File: src/rtl/cpu_pkg.sv
// Shared CPU datapath definitions: divider FSM states, data width and the
// Z-register (RZHI/RZLO) half-select constants.
package cpu_pkg;

   localparam int unsigned DATA_W  = 32;
   localparam int unsigned Z_W     = 2 * DATA_W;

   // Z-register half selects: RZHI = result[ZHI_MSB:ZHI_LSB], RZLO = result[ZLO_MSB:ZLO_LSB]
   localparam int unsigned ZHI_MSB = Z_W - 1;
   localparam int unsigned ZHI_LSB = DATA_W;
   localparam int unsigned ZLO_MSB = DATA_W - 1;
   localparam int unsigned ZLO_LSB = 0;

   typedef enum logic [2:0] {
      IDLE = 3'd0,
      PREP = 3'd1,
      ITER = 3'd2,
      FIX  = 3'd3,
      DONE = 3'd4
   } div_state_t;

endpackage

File: src/rtl/div_step.sv
// One combinational restoring-division step, MSB first.
// Ports:
//   r, q   : partial remainder and quotient/dividend shift register
//   d      : divisor magnitude (non-zero)
//   r_next : partial remainder after the step
//   q_next : shift register after the step, new quotient bit in q_next[0]
module div_step #(
   parameter int unsigned WIDTH = 32
) (
   input  logic [WIDTH-1:0] r,
   input  logic [WIDTH-1:0] q,
   input  logic [WIDTH-1:0] d,
   output logic [WIDTH-1:0] r_next,
   output logic [WIDTH-1:0] q_next
);

   logic [WIDTH:0] r_sh;
   logic [WIDTH:0] diff;
   logic           fits;

   always_comb begin
      r_sh = {r, q[WIDTH-1]};
      diff = r_sh - {1'b0, d};
      // A set top bit of the shifted remainder already exceeds any divisor;
      // otherwise the subtract's top bit is the borrow.
      fits = r_sh[WIDTH] | ~diff[WIDTH];
      if (fits) begin
         r_next = diff[WIDTH-1:0];
         q_next = {q[WIDTH-2:0], 1'b1};
      end else begin
         r_next = r_sh[WIDTH-1:0];
         q_next = {q[WIDTH-2:0], 1'b0};
      end
   end

endmodule

File: src/rtl/seq_divider.sv
// Multi-cycle restoring divider for DIV; result feeds the Z register.
// Optional macro: SEQ_DIVIDER_EARLY_EXIT_EN skips the iterations when
// |divisor| > |dividend|.
// Ports:
//   clk         : clock, rising edge
//   clear       : synchronous active-high reset
//   start       : request, sampled only in IDLE
//   is_signed   : 1 = signed divide, latched with start
//   dividend    : RY value, latched with start
//   divisor     : bus value, latched with start
//   result      : {remainder, quotient}
//   finished    : one-cycle pulse, result valid from this cycle
//   busy        : operation in progress
//   div_by_zero : divisor was zero, held until next accepted start
module seq_divider
   import cpu_pkg::*;
#(
   parameter int unsigned WIDTH = DATA_W,
   parameter int unsigned CNT_W = 6
) (
   input  logic               clk,
   input  logic               clear,
   input  logic               start,
   input  logic               is_signed,
   input  logic [WIDTH-1:0]   dividend,
   input  logic [WIDTH-1:0]   divisor,
   output logic [2*WIDTH-1:0] result,
   output logic               finished,
   output logic               busy,
   output logic               div_by_zero
);

   div_state_t         state, state_n;
   logic [WIDTH-1:0]   op_a, op_a_n, op_b, op_b_n;
   logic               sgn, sgn_n;
   logic [WIDTH-1:0]   rem, rem_n, quo, quo_n, dmag, dmag_n;
   logic [CNT_W-1:0]   cnt, cnt_n;
   logic               q_neg, q_neg_n, r_neg, r_neg_n;
   logic [2*WIDTH-1:0] result_n;
   logic               finished_n, busy_n, dbz_n;

   logic               a_neg, b_neg;
   logic [WIDTH-1:0]   mag_a, mag_b, step_r, step_q, fix_r, fix_q;

   // Operand magnitudes and sign-corrected results
   always_comb begin
      a_neg = sgn & op_a[WIDTH-1];
      b_neg = sgn & op_b[WIDTH-1];
      mag_a = a_neg ? (WIDTH'(0) - op_a) : op_a;
      mag_b = b_neg ? (WIDTH'(0) - op_b) : op_b;
      fix_r = r_neg ? (WIDTH'(0) - rem) : rem;
      fix_q = q_neg ? (WIDTH'(0) - quo) : quo;
   end

   div_step #(.WIDTH(WIDTH)) u_step (
      .r      (rem),
      .q      (quo),
      .d      (dmag),
      .r_next (step_r),
      .q_next (step_q)
   );

   // Next-state and registered-output logic
   always_comb begin
      state_n    = state;
      op_a_n     = op_a;
      op_b_n     = op_b;
      sgn_n      = sgn;
      rem_n      = rem;
      quo_n      = quo;
      dmag_n     = dmag;
      cnt_n      = cnt;
      q_neg_n    = q_neg;
      r_neg_n    = r_neg;
      result_n   = result;
      dbz_n      = div_by_zero;
      finished_n = (state == DONE);

      case (state)
         IDLE: begin
            if (start) begin
               op_a_n  = dividend;
               op_b_n  = divisor;
               sgn_n   = is_signed;
               dbz_n   = 1'b0;
               state_n = PREP;
            end
         end
         PREP: begin
            if (op_b == '0) begin
               result_n = {op_a, {WIDTH{1'b1}}};
               dbz_n    = 1'b1;
               state_n  = DONE;
            end else begin
               rem_n   = '0;
               quo_n   = mag_a;
               dmag_n  = mag_b;
               cnt_n   = '0;
               q_neg_n = a_neg ^ b_neg;
               r_neg_n = a_neg;
               state_n = ITER;
`ifdef SEQ_DIVIDER_EARLY_EXIT_EN
               // Quotient is zero; FIX passes the original dividend through.
               if (mag_b > mag_a) begin
                  rem_n   = op_a;
                  quo_n   = '0;
                  q_neg_n = 1'b0;
                  r_neg_n = 1'b0;
                  state_n = FIX;
               end
`endif
            end
         end
         ITER: begin
            rem_n = step_r;
            quo_n = step_q;
            cnt_n = cnt + CNT_W'(1);
            if (cnt == CNT_W'(WIDTH - 1)) begin
               state_n = FIX;
            end
         end
         FIX: begin
            result_n = {fix_r, fix_q};
            state_n  = DONE;
         end
         DONE: begin
            state_n = IDLE;
         end
         default: begin
            state_n = IDLE;
         end
      endcase

      busy_n = (state_n != IDLE);
   end

   // State and datapath registers
   always_ff @(posedge clk) begin
      if (clear) begin
         state       <= IDLE;
         op_a        <= '0;
         op_b        <= '0;
         sgn         <= 1'b0;
         rem         <= '0;
         quo         <= '0;
         dmag        <= '0;
         cnt         <= '0;
         q_neg       <= 1'b0;
         r_neg       <= 1'b0;
         result      <= '0;
         finished    <= 1'b0;
         busy        <= 1'b0;
         div_by_zero <= 1'b0;
      end else begin
         state       <= state_n;
         op_a        <= op_a_n;
         op_b        <= op_b_n;
         sgn         <= sgn_n;
         rem         <= rem_n;
         quo         <= quo_n;
         dmag        <= dmag_n;
         cnt         <= cnt_n;
         q_neg       <= q_neg_n;
         r_neg       <= r_neg_n;
         result      <= result_n;
         finished    <= finished_n;
         busy        <= busy_n;
         div_by_zero <= dbz_n;
      end
   end

endmodule

File: config.mk
export PLATFORM = sky130hd
export DESIGN_NAME = seq_divider
export DESIGN_NICKNAME = d
export VERILOG_FILES = /design/src/rtl/cpu_pkg.sv /design/src/rtl/div_step.sv /design/src/rtl/seq_divider.sv
export SDC_FILE = /design/constraint.sdc
export NUM_CORES = 1
export LEC_CHECK = 0
export CORE_ASPECT_RATIO = 1.4
export CORE_MARGIN = 5
export CORE_UTILIZATION = 58
export CTS_BUF_LIST = sky130_fd_sc_hd__clkbuf_16
export DETAILED_ROUTE_END_ITERATION = 10
export GPL_TIMING_DRIVEN = 0
export PLACE_DENSITY = 0.82
export RECOVER_POWER = 50
export SLEW_MARGIN = 10
export SYNTH_ARGS = -nofsm -noshare
export SYNTH_HDL_FRONTEND = slang
export SYNTH_SLANG_ARGS = --single-unit
export TNS_END_PERCENT = 10
File: constraint.sdc
create_clock -name clk -period 4.3 [get_ports clk]
set_input_delay 0.86 -clock clk [delete_from_list [all_inputs] [get_ports clk]]
set_output_delay 0.86 -clock clk [all_outputs]
set_load 0.05 [all_outputs]
==> flow_summary.yaml <==
sta:
  hold_viol: 0
  skew_ps: 10.8
  grt_setup_unrepaired: "yes"
  period_needed_ps: 4170
  timing.fmax_ghz: 0.240
  worst_slew_pin_slew_ps: 902
  setup_ws_ps: 135
  final_max_slew_viol_count: 0
  relSlewSlack: 0.398
  setup_viol: 0
  timing.hold.ws_ps: 466
  tns_ps: 0
  finalCritPeriodShare: 0.969
power:
  switching_share: 0.330
  power.share.combinational: 0.263
  p_seq_frac: 0.408
  ir_drop_mv: 0.389
  switching_power_mw: 1.99
  power_density_nw_per_um2: 392
  p_clk_frac: 0.328
  p_leak_nw: 5.99
  p_int_mw: 4.03
  finalPower_mw: 6.02
cts:
  clockBufferDepth: 3
  cts.sinks: 239
  cts_setup_buffers: 0
  clk_pin_slew_ps: 60
  cts_tree: "yes"
  cts-hold-fix-buffers: 0
  clk_latency_ps: 520
  cts_buffers: 24
  cts-htree-levels: 1
  cts_root_buffer: "clkbuf_16"
  cts.repair.resized: 1
global_routing:
  grt_max_degree: 14
  met3_usage: 0.0353
  grtUsageMet2: 0.573
  antenna_found_initial: 0
  grt_pass1_vias: 12678
  top_usage_layer: "met2"
  grt_pass1_wl_mm: 65.0
  gr-total-overflow: 0
  track_usage: 0.318
  globalRouteMet1Util: 0.343
synthesis:
  yosysWarnings: 0
  mappedNetlistArea_um2: 12900
  ys_top_cells_by_area: "dfxtp_1, nand2_1, a21oi_1, nor2_1, xnor2_1"
  ys_types: 60
  post-synth-top-area-cell: "dfxtp_1"
  synthArstFlopShare: 0
  avgSynthCellArea_um2: 7.79
  synth_seq_cells: 239
  syn_nets: 1764
  synth_edf_count: 0
  yosysMostFrequentCell: "nand2_1"
  ys_seq_area_frac: 0.370
  yosys_most_used_dff: "dfxtp_1"
  synth_common_cells: "nand2_1, dfxtp_1, nor2_1"
  syn_inst: 1658
  synth_top_area_frac: 0.370
place:
  dp.cells: 2089
  gp_congestion: 0.993
  pre_cts_slack_ps: -62.7
  hpwl_mm: 32.6
  io_buffers: 134
routing:
  drc: 0
  ant_nets: 0
  avgViaCountPerCell: 6.05
  routed_wl_mm: 41.5
  dr.pass1.iters: 6
  wl_per_cell_um: 19.5
  drt_first_iter_violations: 1113
  vias: 12900
worst_setup_path:
  required_ps: 4690
  crit_chain: "inv_1, ha_1, fa_1, nand2b_1, a21oi_1, o21a_1, a41o_1, a21o_1, a31oi_1, o21ai_2, clkbuf_1, mux2i_1, o21ai_0"
  cp_max_fo: 10
  worstRegToRegCells: 13
  critPathCaptureType: "flip-flop"
  slowest_delay_ps: 620
  critical_path_class: "flip-flop to flip-flop"
  cp_data_arrival_time_ps: 4550
  slowest_stage: "clkbuf_1"
  setup.worst_path.start_class: "flip-flop"
layout:
  area_delta_synth_final_pct: 18.9
  drive_gt1_frac: 0.0273
  diodes: 0
  fill_cells: 1868
  fin_nets: 1924
  finalNonFillerCells: 2131
floorplan:
  io_pins: 135
  die_w_um: 136
  num_rows: 64
  coreArea_um2: 21900
  fp.dieH_um: 187
  start_util: 0.589
  die-area_um2: 25400
hold_path:
  hp-class: "flip-flop to flip-flop"
  whs_path_depth: 2
run_status:
  status: "finished, final reports clean"
flow_run:
  maxCapViolCount: 0
## metrics by stage
stage	cell area [µm²]	utilization
finish	15400	0.700
global route	15400	0.700
CTS	15400	0.700
detailed placement	14600	0.667
global placement	14600	0.667
floorplan	12900	-
## cells by family after synthesis
| group | Yosys count | share of synthesized area |
|---|---|---|
| multiplexers | 24 | 0.0188 |
| XOR/XNOR | 146 | 0.0990 |
| flip-flops | 239 | 0.370 |
| adder cells (fa/ha/maj) | 38 | 0.0374 |
| AO/OA/AOI/OAI | 453 | 0.228 |
| AND/OR/NAND/NOR | 597 | 0.199 |
| buffers and inverters | 161 | 0.0469 |
## path summary, 6_finish.rpt
| check | to | start | slack [ps] |
|---|---|---|---|
| worst max-delay path | rem[14] | quo[31] | 130 |
| worst min register to register | div_by_zero | div_by_zero | 470 |
| worst max register to register | rem[14] | quo[31] | 130 |
| worst min-delay path | div_by_zero | div_by_zero | 470 |
## critical path, delay by kind of cell (launching register included)
family	cells	cell delay [ps]
and+or+nand+nor	1	190
DFF	1	340
muxes	1	260
buffers and inverters	2	780
AOI/OAI and AO/OA	7	1750
adders and majority gates	2	700
## routing by layer
layer / routed length (µm) / up-vias / part of all wire
met5: 0 / - / 0
met4: 3270 / 0 / 0.079
met3: 2170 / 165 / 0.052
met2: 21000 / 471 / 0.51
met1: 15000 / 6076 / 0.36
li1: - / 6188 / -
## layout by cell type, fill, tap and decap left out, drive strengths merged, types with 9 or more instances in the layout
cell	Yosys	final
a211oi	42	42
a21o	10	10
a21oi	147	147
a221oi	37	37
a22oi	12	12
a311oi	18	18
a31oi	9	9
clkbuf	100	125
clkdlybuf4s50	0	65
dfxtp	239	239
dlygate4sd3	0	69
ha	37	37
inv	53	61
mux2i	22	22
nand2	266	266
nand2b	16	16
nand3	20	20
nor2	191	191
nor3	32	32
nor4	13	13
o21ai	83	83
o22ai	19	19
o31ai	23	23
o41ai	16	16
or4	13	13
xnor2	73	73
xor2	73	73
## area by class of cell
type / count / area [µm²] / share of cell area
buffer: 108 / 408 / 0.0266
timing repair buffer: 134 / 1340 / 0.0873
clock buffer: 25 / 626 / 0.0407
inverter: 53 / 199 / 0.0130
sequential: 239 / 4780 / 0.312
tap: 297 / 372 / 0.0242
clock inverter: 17 / 97.6 / 0.00635
multi-input combinational: 1258 / 7530 / 0.490
## registers in the layout, summed over array words and instances (netlist names)
signal / count
finished: 1
state: 3
op_a: 32
q_neg: 1
r_neg: 1
quo: 32
op_b: 32
busy: 1
dmag: 32
rem: 32
result: 64
cnt: 6
sgn: 1
div_by_zero: 1
## power groups by stage
stage          Clock [mW]  Sequential [mW]  Combinational [mW]
3_5_place_dp            0             2.50                1.56
6_report             1.98             2.46                1.58
3_3_place_gp            0             2.50                1.53
2_1_floorplan           0             2.52                1.07
4_1_cts              1.99             2.45                1.57
5_1_grt              2.08             2.47                1.73
(Power assumes the default switching activity.)
